===== src/rtl/frame_pkg.sv =====
// Shared screen geometry, pixel type and blitter state encoding.
package frame_pkg;
  localparam int SCREEN_W = 640;
  localparam int SCREEN_H = 480;

  typedef logic [15:0] rgb565_t;
  localparam rgb565_t KEY_COLOR_DEF = 16'hF81F;

  typedef enum logic [1:0] {IDLE, FETCH, EMIT} blit_state_e;
endpackage


===== src/rtl/sprite_blitter_if.sv =====
// Draw-command handshake into the sprite blitter.
interface sprite_blitter_if #(parameter int ID_W = 5);
  logic            cmd_valid;
  logic            cmd_ready;
  logic [9:0]      cmd_x;
  logic [9:0]      cmd_y;
  logic [ID_W-1:0] cmd_id;
  logic            cmd_flip;

  modport master (output cmd_valid, cmd_x, cmd_y, cmd_id, cmd_flip, input cmd_ready);
  modport slave  (input cmd_valid, cmd_x, cmd_y, cmd_id, cmd_flip, output cmd_ready);
endinterface


===== src/rtl/sprite_blit_walker.sv =====
// Row/col walk over one sprite, per-pixel hold counter and registered ROM address.
module sprite_blit_walker #(
  parameter int SPRITE_W   = 32,
  parameter int SPRITE_H   = 32,
  parameter int ID_W       = 5,
  parameter int PIXEL_HOLD = 4,
  localparam int CW = $clog2(SPRITE_W),
  localparam int RW = $clog2(SPRITE_H),
  localparam int HW = $clog2(PIXEL_HOLD)
) (
  input  logic               sram_clk,
  input  logic               reset_n,
  input  logic               start,
  input  logic [ID_W-1:0]    id,
  input  logic               flip,
  input  logic               emit,
  output logic [RW-1:0]      row,
  output logic [CW-1:0]      col,
  output logic [ID_W+RW+CW-1:0] rom_addr,
  output logic               hold_done,
  output logic               last
);
  logic [RW+CW-1:0] pix, pix_nx;
  logic [HW-1:0]    hold_cnt;
  logic [ID_W-1:0]  id_q, id_nx;
  logic             flip_q, flip_nx;
  logic [CW-1:0]    col_nx;

  assign {row, col} = pix;
  assign hold_done  = emit && (hold_cnt == HW'(PIXEL_HOLD - 1));
  assign last       = (pix == '1);

  // {row,col} is one counter: col wrap carries into row for free.
  always_comb begin
    pix_nx = pix;
    if (start)          pix_nx = '0;
    else if (hold_done) pix_nx = pix + 1'b1;
  end

  assign id_nx   = start ? id : id_q;
  assign flip_nx = start ? flip : flip_q;
  assign col_nx  = pix_nx[CW-1:0];

  // Address tracks the next pixel so the ROM word is ready when EMIT starts.
  always_ff @(posedge sram_clk) begin
    if (!reset_n) begin
      pix      <= '0;
      hold_cnt <= '0;
      id_q     <= '0;
      flip_q   <= 1'b0;
      rom_addr <= '0;
    end else begin
      pix      <= pix_nx;
      id_q     <= id_nx;
      flip_q   <= flip_nx;
      hold_cnt <= (!emit || hold_done) ? '0 : hold_cnt + 1'b1;
      rom_addr <= {id_nx, pix_nx[RW+CW-1:CW], flip_nx ? ~col_nx : col_nx};
    end
  end
endmodule


===== src/rtl/sprite_blitter.sv =====
// Sprite blitter: command handshake, frame-switch abort and program-write port drive.
module sprite_blitter
  import frame_pkg::*;
#(
  parameter int      SPRITE_W   = 32,
  parameter int      SPRITE_H   = 32,
  parameter int      ID_W       = 5,
  parameter int      PIXEL_HOLD = 4,
  parameter rgb565_t KEY_COLOR  = KEY_COLOR_DEF
) (
  input  logic        sram_clk,
  input  logic        reset_n,
  sprite_blitter_if.slave cmd,
  output logic [ID_W+$clog2(SPRITE_W)+$clog2(SPRITE_H)-1:0] rom_addr,
  input  rgb565_t     rom_data,
  input  logic        current_frame,
  output logic [9:0]  program_x,
  output logic [9:0]  program_y,
  output rgb565_t     program_data,
  output logic        program_write,
  output logic        busy,
  output logic        overrun
);
  localparam int CW = $clog2(SPRITE_W);
  localparam int RW = $clog2(SPRITE_H);

  blit_state_e   state, state_nx;
  logic [9:0]    x_q, y_q;
  logic          frame_d, abort_pend, on_q;
  logic [RW-1:0] row;
  logic [CW-1:0] col;
  logic          hold_done, last;
  logic          accept, frame_edge, abort, emit;
  logic [10:0]   x_sum, y_sum;

  assign accept     = cmd.cmd_valid & cmd.cmd_ready;
  assign frame_edge = current_frame ^ frame_d;
  // An edge landing on the accept cycle is remembered and kills the command in FETCH.
  assign abort      = (state != IDLE) & (frame_edge | abort_pend);
  assign emit       = (state == EMIT);
  assign x_sum      = {1'b0, x_q} + 11'(col);
  assign y_sum      = {1'b0, y_q} + 11'(row);

  sprite_blit_walker #(
    .SPRITE_W(SPRITE_W), .SPRITE_H(SPRITE_H), .ID_W(ID_W), .PIXEL_HOLD(PIXEL_HOLD)
  ) u_walker (
    .sram_clk  (sram_clk),
    .reset_n   (reset_n),
    .start     (accept),
    .id        (cmd.cmd_id),
    .flip      (cmd.cmd_flip),
    .emit      (emit),
    .row       (row),
    .col       (col),
    .rom_addr  (rom_addr),
    .hold_done (hold_done),
    .last      (last)
  );

  always_comb begin
    state_nx      = state;
    program_write = 1'b0;
    program_data  = '0;
    busy          = (state != IDLE);
    case (state)
      IDLE:  if (accept) state_nx = FETCH;
      FETCH: state_nx = abort ? IDLE : EMIT;
      EMIT: begin
        program_data  = rom_data;
        program_write = on_q & (rom_data != KEY_COLOR) & ~abort;
        if (abort)          state_nx = IDLE;
        else if (hold_done) state_nx = last ? IDLE : FETCH;
      end
      default: state_nx = IDLE;
    endcase
  end

  always_ff @(posedge sram_clk) begin
    if (!reset_n) begin
      state         <= IDLE;
      cmd.cmd_ready <= 1'b1;
      x_q           <= '0;
      y_q           <= '0;
      program_x     <= '0;
      program_y     <= '0;
      on_q          <= 1'b0;
      frame_d       <= current_frame;
      abort_pend    <= 1'b0;
      overrun       <= 1'b0;
    end else begin
      state         <= state_nx;
      cmd.cmd_ready <= (state_nx == IDLE);
      frame_d       <= current_frame;
      abort_pend    <= accept & frame_edge;
      overrun       <= abort;
      if (accept) begin
        x_q <= cmd.cmd_x;
        y_q <= cmd.cmd_y;
      end
      // Coordinates and the clip decision are frozen for the coming EMIT window.
      if (state == FETCH) begin
        program_x <= x_sum[9:0];
        program_y <= y_sum[9:0];
        on_q      <= (x_sum < 11'(SCREEN_W)) && (y_sum < 11'(SCREEN_H));
      end
    end
  end
endmodule


===== src/flat_wrapper.sv =====
// flat-port wrapper written by rule: the top's interface ports become plain ports
module sprite_blitter_flat import frame_pkg::*;
#(
  parameter int      SPRITE_W   = 32,
  parameter int      SPRITE_H   = 32,
  parameter int      ID_W       = 5,
  parameter int      PIXEL_HOLD = 4,
  parameter rgb565_t KEY_COLOR  = KEY_COLOR_DEF
)
  (sram_clk, reset_n, rom_addr, rom_data, current_frame, program_x, program_y, program_data, program_write, busy, overrun, cmd_cmd_valid, cmd_cmd_x, cmd_cmd_y, cmd_cmd_id, cmd_cmd_flip, cmd_cmd_ready);
  sprite_blitter_if #(.ID_W(ID_W)) cmd_i ();
  input  logic sram_clk;
  input  logic reset_n;
  output logic [ID_W+$clog2(SPRITE_W)+$clog2(SPRITE_H)-1:0] rom_addr;
  input  rgb565_t rom_data;
  input  logic current_frame;
  output logic [9:0] program_x;
  output logic [9:0] program_y;
  output rgb565_t program_data;
  output logic program_write;
  output logic busy;
  output logic overrun;
  input wire logic [$bits(cmd_i.cmd_valid)-1:0] cmd_cmd_valid;
  input wire logic [$bits(cmd_i.cmd_x)-1:0] cmd_cmd_x;
  input wire logic [$bits(cmd_i.cmd_y)-1:0] cmd_cmd_y;
  input wire logic [$bits(cmd_i.cmd_id)-1:0] cmd_cmd_id;
  input wire logic [$bits(cmd_i.cmd_flip)-1:0] cmd_cmd_flip;
  output wire logic [$bits(cmd_i.cmd_ready)-1:0] cmd_cmd_ready;
  assign cmd_i.cmd_valid = cmd_cmd_valid;
  assign cmd_i.cmd_x = cmd_cmd_x;
  assign cmd_i.cmd_y = cmd_cmd_y;
  assign cmd_i.cmd_id = cmd_cmd_id;
  assign cmd_i.cmd_flip = cmd_cmd_flip;
  assign cmd_cmd_ready = cmd_i.cmd_ready;
  sprite_blitter #(.SPRITE_W(SPRITE_W), .SPRITE_H(SPRITE_H), .ID_W(ID_W), .PIXEL_HOLD(PIXEL_HOLD), .KEY_COLOR(KEY_COLOR)) u_core (.sram_clk(sram_clk), .reset_n(reset_n), .cmd(cmd_i), .rom_addr(rom_addr), .rom_data(rom_data), .current_frame(current_frame), .program_x(program_x), .program_y(program_y), .program_data(program_data), .program_write(program_write), .busy(busy), .overrun(overrun));
endmodule

===== config.mk =====
export PLATFORM = sky130hd
export DESIGN_NAME = sprite_blitter_flat
export DESIGN_NICKNAME = d
export VERILOG_FILES = /design/src/rtl/frame_pkg.sv /design/src/rtl/sprite_blitter_if.sv /design/src/rtl/sprite_blit_walker.sv /design/src/rtl/sprite_blitter.sv /design/src/flat_wrapper.sv
export SDC_FILE = /design/constraint.sdc
export NUM_CORES = 1
export LEC_CHECK = 0
export BUFFER_PORTS_ARGS = -buffer_cell sky130_fd_sc_hd__buf_2
export CAP_MARGIN = 25
export CORE_ASPECT_RATIO = 1.4
export CORE_UTILIZATION = 47
export CTS_CLUSTER_SIZE = 8
export DETAILED_ROUTE_END_ITERATION = 16
export PLACE_DENSITY = 0.71
export SYNTH_ARGS = -nofsm -noshare
export SYNTH_HDL_FRONTEND = slang
export SYNTH_SLANG_ARGS = --single-unit

===== constraint.sdc =====
create_clock -name sram_clk -period 2.8 [get_ports sram_clk]
set_input_delay 0.28 -clock sram_clk [delete_from_list [all_inputs] [get_ports sram_clk]]
set_output_delay 0.28 -clock sram_clk [all_outputs]
set_load 0.02 [all_outputs]

==> results_dict.tcl, run 1 <==
set metrics [dict create \
    status "complete, no violations" \
    fp.dieH_um 102 \
    syn_area_um2 3380 \
    antenna_found_initial 0 \
    clkLatencyLatePin_ps 350 \
    cap_violations 0 \
    die_x_um 73.7 \
    whs_endpoint "u_core.frame_d" \
    crit_type "register to register" \
    final_area_um2 4170 \
    min-delay-start "current_frame" \
    die_area_um2 7540 \
    setup-violations-final 0 \
    finalSetupTns_ps 0 \
    syn_nets 464 \
    critPathLaunchType "register" \
    fin_crit_sh_pct 79.5 \
    clock-sinks 70 \
    ant_nets 0 \
    synthCells 404 \
    rows 36 \
    rsz0062_at_grt "no" \
    cp_max_fo 4 \
    rrSetupSlack_ps 570 \
    ctsLongestPathBuffers 2 \
    areaGrowthSynthToFinish_pct 23.2 \
    htreeDepth 3 \
    n_antenna_cell 0 \
    holdBufCountCts 0 \
    synth_edf_count 0 \
    synth_top_flop_cell "dfxtp_1" \
    port_buffers 100 \
    path_clk_slew_ps 80 \
    async_flop_share_pct 0 \
    yosys_warnings 0 \
    drv_slew 0 \
    grt_pass1_wl_um 13800 \
    drc 0 \
    yosysSeqAreaShare_pct 41.4 \
    worst_pin_slew_ps 640 \
    worstPathArrival_ps 2530 \
    reg2reg_to "u_core.on_q" \
    cp-end-kind "register" \
    place_area_um2 3960 \
    cts_buffers 9 \
    grt_overflow 0 \
    first_global_vias 2985 \
    skew_ps 4.99 \
    peakVddDrop_mv 0.351 \
    grt_use_total_pct 24.0 \
    wl_per_cell_um 13.9 \
    drt_first_pass_iters 4 \
    post-route-min-period_ps 2230 \
    ioPinCount 101 \
    start_util_pct 48.4 \
    gpl.final_weighted_congestion 0.853 \
    post-cts-setup-buffers 0 \
    critPathRequiredTime_ps 3100 \
    fin_nets 561 \
    vias 3243 \
    ys_ff_latch 70 \
    ys_types 57 \
    fp.coreArea_um2 6980 \
    timing.final.ws_setup_ps 575 \
    hpwl_um 6340 \
    clockRootBuffer "clkbuf_8" \
    ff2ff_path_depth 8 \
    holdPathStages 1 \
    avgSynthCellArea_um2 8.37 \
    p_per_area_nw_per_um2 534 \
    hold_viol_final 0 \
    drive_gt1_share_pct 26.7 \
    cts_tree "done" \
    r2r-start "u_core.u_walker.rom_addr[5]" \
    grt_max_degree 35 \
    worstHoldPathType "input pin to register" \
    timing.slew.headroom_pct 57.4 \
    pre_cts_slack_ps 576 \
    wl_um 8380 \
    p_leak_nw 1.88 \
    max_freq_mhz 449 \
    avgViaCountPerCell 5.40 \
    drt_iter0_drc 240 \
    post_cts_resized 0 \
]
==> layout make-up <==
type	instances	area (um^2)
clock buffer	9	124
clock inverter	7	80.1
fill	643	2820
inverter	8	30.0
multi-input combinational	306	1870
sequential	70	1400
tap	95	119
timing repair buffer	106	546
==> how the worst max path moves through the flow <==
| stage | start | to | slack (ps) | cells past startpoint |
|---|---|---|---|---|
| 6_report | u_core.u_walker.rom_addr[5] | u_core.on_q | 570 | 8 |
| 5_1_grt | u_core.u_walker.rom_addr[5] | u_core.on_q | 410 | 8 |
| 4_1_cts | u_core.u_walker.rom_addr[5] | u_core.on_q | 560 | 8 |
| 3_5_place_dp | u_core.u_walker.rom_addr[5] | u_core.on_q | 580 | 8 |
| 3_3_place_gp | u_core.u_walker.rom_addr[5] | u_core.on_q | 620 | 8 |
| 2_1_floorplan | u_core.u_walker.rom_addr[5] | u_core.on_q | 540 | 8 |
==> cells in the final DEF (no fill, tap or decap), types with 3 or more instances in the layout <==
cell type  netlist  routed
buf_2            2     100
nand2_1         75      75
dfxtp_1         70      70
a21oi_1         45      45
nor2_1          26      26
and2_1          18      18
ha_1            12      12
a211oi_1        11      11
o21ai_1         11      11
xnor2_1         10      10
nand3_1          9       9
clkbuf_8         0       9
inv_1            7       7
xor2_1           7       7
o21ai_0          6       6
buf_4            0       6
o211ai_1         5       5
nor3_1           4       4
and3_1           4       4
nor2b_1          3       3
nor4_1           3       3
or3_1            3       3
nand2b_1         3       3
o311a_1          3       3
inv_6            0       3
==> flip-flops by register name (all words and copies together) (netlist names) <==
name                      cells
u_core.x_q                   10
u_core.overrun                1
u_core.cmd.cmd_ready          1
u_core.program_x             10
u_core.u_walker.pix           5
u_core.u_walker.flip_q        1
u_core.u_walker.hold_cnt      2
u_core.on_q                   1
u_core.y_q                   10
u_core.u_walker.rom_addr     15
u_core.program_y             10
u_core.state                  2
u_core.frame_d                1
u_core.abort_pend             1
==> per-stage QoR <==
stage               hold slack (ps)  instances  total power [mW]  util, %
finish                         47.2        601              2.22     59.7
global route                   25.5        601              2.33     59.7
CTS                            33.7        601              2.24     59.7
detailed placement              415        585              1.41     56.7
global placement                409        585              1.40     56.7
floorplan                       308        404              1.29        -
==> per-layer routing <==
| layer | wire [um] | global-route usage [%] |
|---|---|---|
| met5 | 0 | 0 |
| met3 | 401 | 5.13 |
| met1 | 3480 | 28.4 |
| met4 | 181 | 9.76 |
| met2 | 4310 | 41.6 |
==> cell usage after synthesis (all sizes together) (3+ instances only) <==
master | number | area [um^2]
a211o | 3 | 27.5
a211oi | 12 | 103
a21oi | 45 | 225
and2 | 18 | 113
and3 | 4 | 25.0
buf | 3 | 21.3
clkbuf | 17 | 63.8
dfxtp | 70 | 1400
ha | 12 | 150
inv | 8 | 30.0
nand2 | 75 | 282
nand2b | 3 | 18.8
nand3 | 9 | 45.0
nor2 | 27 | 104
nor2b | 3 | 18.8
nor3 | 4 | 20.0
nor4 | 3 | 18.8
o211ai | 5 | 37.5
o21a | 3 | 23.8
o21ai | 18 | 93.8
o311a | 3 | 30.0
o31ai | 3 | 27.5
or2 | 3 | 18.8
or3 | 3 | 18.8
xnor2 | 10 | 87.6
xor2 | 7 | 61.3
==> where the power goes <==
group / internal, mW / total, mW / switching [mW] / leakage (nW)
sequential: 1.05 / 1.08 / 0.0380 / 0.572
clock: 0.422 / 0.842 / 0.420 / 0.0968
combinational: 0.114 / 0.296 / 0.182 / 1.21
total: 1.58 / 2.22 / 0.640 / 1.88
==> cell families (layout without fill, tap and decap cells) <==
group,Yosys count,after routing,synth area share (%)
DFF,70,70,41.4
and+or+nand+nor,164,164,23.1
AOI/OAI and AO/OA,109,109,21.5
buffers and inverters,28,130,3.40
muxes,2,2,0.592
adders and majority gates,14,14,5.62
xor gates and xnor gates,17,17,4.40
==> critical path, stage by stage (launching register included) <==
cell and delay (ps):
dfxtp_1 390, ha_1 250, inv_1 70, fa_1 370, and2b_4 280, o21ai_0 70
o31a_1 260, a2111oi_2 270, a41o_1 200
No activity file was read; power rests on OpenSTA's default activity.
==> run 2: changes to the inputs <==
- clock period: 2.8 -> 2.05 ns (I/O delays scaled with it)
==> run 2 against run 1 <==
Against the previous run:
- first-iteration DRC count is 44% lower
- sequential share of layout area is 1.0 points lower
- die area stayed put
- sequential cell count stayed put
- global-route usage is 0.075 points lower
- routed wire length is 2.8% higher
- cell area is 3.9% higher
- largest power group unchanged
- combinational power is 41% higher
- highest routed layer unchanged
- via count hardly changed
- clock power is 39% higher
- critical path depth is 1 lower
- worst setup slack worse by 510 ps
==> results_dict.tcl, run 2 (synthesis gave the netlist of run 1 again) <==
set metrics [dict create \
    final_cell_mix "buf_2, nand2_1, dfxtp_1, a21oi_1, nor2_1" \
    grt_use_total_pct 23.9 \
    grt_overflow 0 \
    first_global_vias 3066 \
    fin_crit_sh_pct 96.9 \
    worstHoldPathType "input pin to register" \
    wl_per_cell_um 14.0 \
    ant_nets 0 \
    mostFrequentLayoutCell "buf_2" \
    fp.dieH_um 102 \
    total_power_mw 3.07 \
    start_util_pct 48.4 \
    seqPwrFrac_pct 48.3 \
    hpwl_um 6440 \
    internal_power_mw 2.26 \
    fp.coreArea_um2 6980 \
    worstPathArrival_ps 2280 \
    clock-sinks 70 \
    port_buffers 100 \
    cp_max_fo 3 \
    largest_register_ffs 15 \
    skew_ps 6.02 \
    cap_violations 0 \
    gpl.final_weighted_congestion 0.869 \
    ioPinCount 101 \
    drv_slew 0 \
    avgViaCountPerCell 5.29 \
    p_leak_nw 1.94 \
    cts_buffers 9 \
    rows 36 \
    clockRootBuffer "clkbuf_8" \
    die_area_um2 7540 \
    p_per_area_nw_per_um2 710 \
    cp-end-kind "register" \
    vias 3240 \
    post-route-min-period_ps 1990 \
    regMostFlops "u_core.u_walker.rom_addr" \
    setup-violations-final 0 \
    fin_nets 573 \
    fillers 634 \
    finalSetupTns_ps 0 \
    path_cells "ha_4, fa_2, a211o_1, a21oi_2, o211ai_1, a2111oi_2, a41o_1" \
    drt_first_pass_iters 5 \
    drive_gt1_share_pct 30.5 \
    cts_tree "done" \
    clockPowerShare_pct 38.1 \
    wl_um 8610 \
    pwr-share-comb_pct 13.6 \
    netSwitchingPower_uw 811 \
    worst_pin_slew_ps 706 \
    drt_iter0_drc 135 \
    path_clk_slew_ps 70 \
    max_freq_mhz 503 \
    critPathRequiredTime_ps 2340 \
    worst_path_largest_cell_delay_ps 340 \
    die_x_um 73.7 \
    drc 0 \
    critPathLaunchType "register" \
    grt_pass1_wl_um 13700 \
    place_inst 595 \
    p_sw_share_pct 26.4 \
    layout.cells.non_filler 613 \
    crit_type "register to register" \
    rsz0062_at_grt "yes" \
    timing.slew.headroom_pct 52.9 \
    htreeDepth 3 \
    n_antenna_cell 0 \
    clkLatencyLatePin_ps 340 \
    areaGrowthSynthToFinish_pct 28.0 \
    grt_max_degree 35 \
    antenna_found_initial 0 \
    hold_viol_final 0 \
    ctsLongestPathBuffers 2 \
    status "complete, no violations" \
    post-route-util_pct 62.0 \
    peakVddDrop_mv 0.401 \
    slowest_stage "dfxtp_2" \
]
-- run 2: worst paths after layout --
path / slack, ps / start / depth (start not counted) / end
hold reg to reg: 430 / u_core.u_walker.hold_cnt[0] / 1 / u_core.u_walker.hold_cnt[0]
hold / removal: 90 / cmd_cmd_x[0] / 3 / u_core.x_q[0]
setup reg to reg: 60 / u_core.x_q[0] / 7 / u_core.on_q
setup / recovery: 60 / u_core.x_q[0] / 7 / u_core.on_q
-- run 2: worst max-delay path: cells and delay by family, from the launching register on --
kind	cells	cell delay (ps)
adder cells (fa/ha/maj)	2	500
flip-flops	1	340
AO/OA/AOI/OAI	5	1080
-- run 2: final cells by class --
cell class	instances	area (um^2)	share of cell area (%)
Timing Repair Buffer	118	638	14.7
Clock buffer	13	170	3.93
Tap cell	95	119	2.75
Inverter	8	30.0	0.694
Sequential cell	70	1410	32.6
Clock inverter	3	40.0	0.925
Multi-Input combinational cell	306	1920	44.3
-- run 2: timing repair --
action	in CTS	in global routing
pin swaps	3	8
endpoints found under the setup margin	1	3
hold buffers	1	0
buffers inserted	1	0
endpoints found under the hold margin	1	0
gates cloned	0	0
gates resized for setup	3	12
-- run 2: stage by stage --
step | setup slack (ps) | hold slack [ps] | instance area (um^2)
after global routing | -6.04 | 82.9 | 4330
final | 63.4 | 86.4 | 4330
after CTS | 4.62 | 82.6 | 4290
after detailed placement | -24.6 | 336 | 4050
after global placement | 21.9 | 332 | 4050
after floorplan | 3.33 | 233 | 3400
-- run 2: metal layers --
metal	GRT usage [%]	vias up	routed length (um)
li1	-	1638	-
met1	27.0	1521	3550
met2	41.9	66	4560
met3	4.93	15	306
met4	12.1	0	192
met5	0	-	0
-- run 2: power groups by stage --
| stage | registers (mW) | logic (mW) | clock network (mW) |
|---|---|---|---|
| final | 1.48 | 0.417 | 1.17 |
| after global routing | 1.49 | 0.464 | 1.25 |
| after CTS | 1.48 | 0.418 | 1.20 |
| after detailed placement | 1.51 | 0.415 | 0 |
| after global placement | 1.51 | 0.410 | 0 |
| after floorplan | 1.54 | 0.224 | 0 |
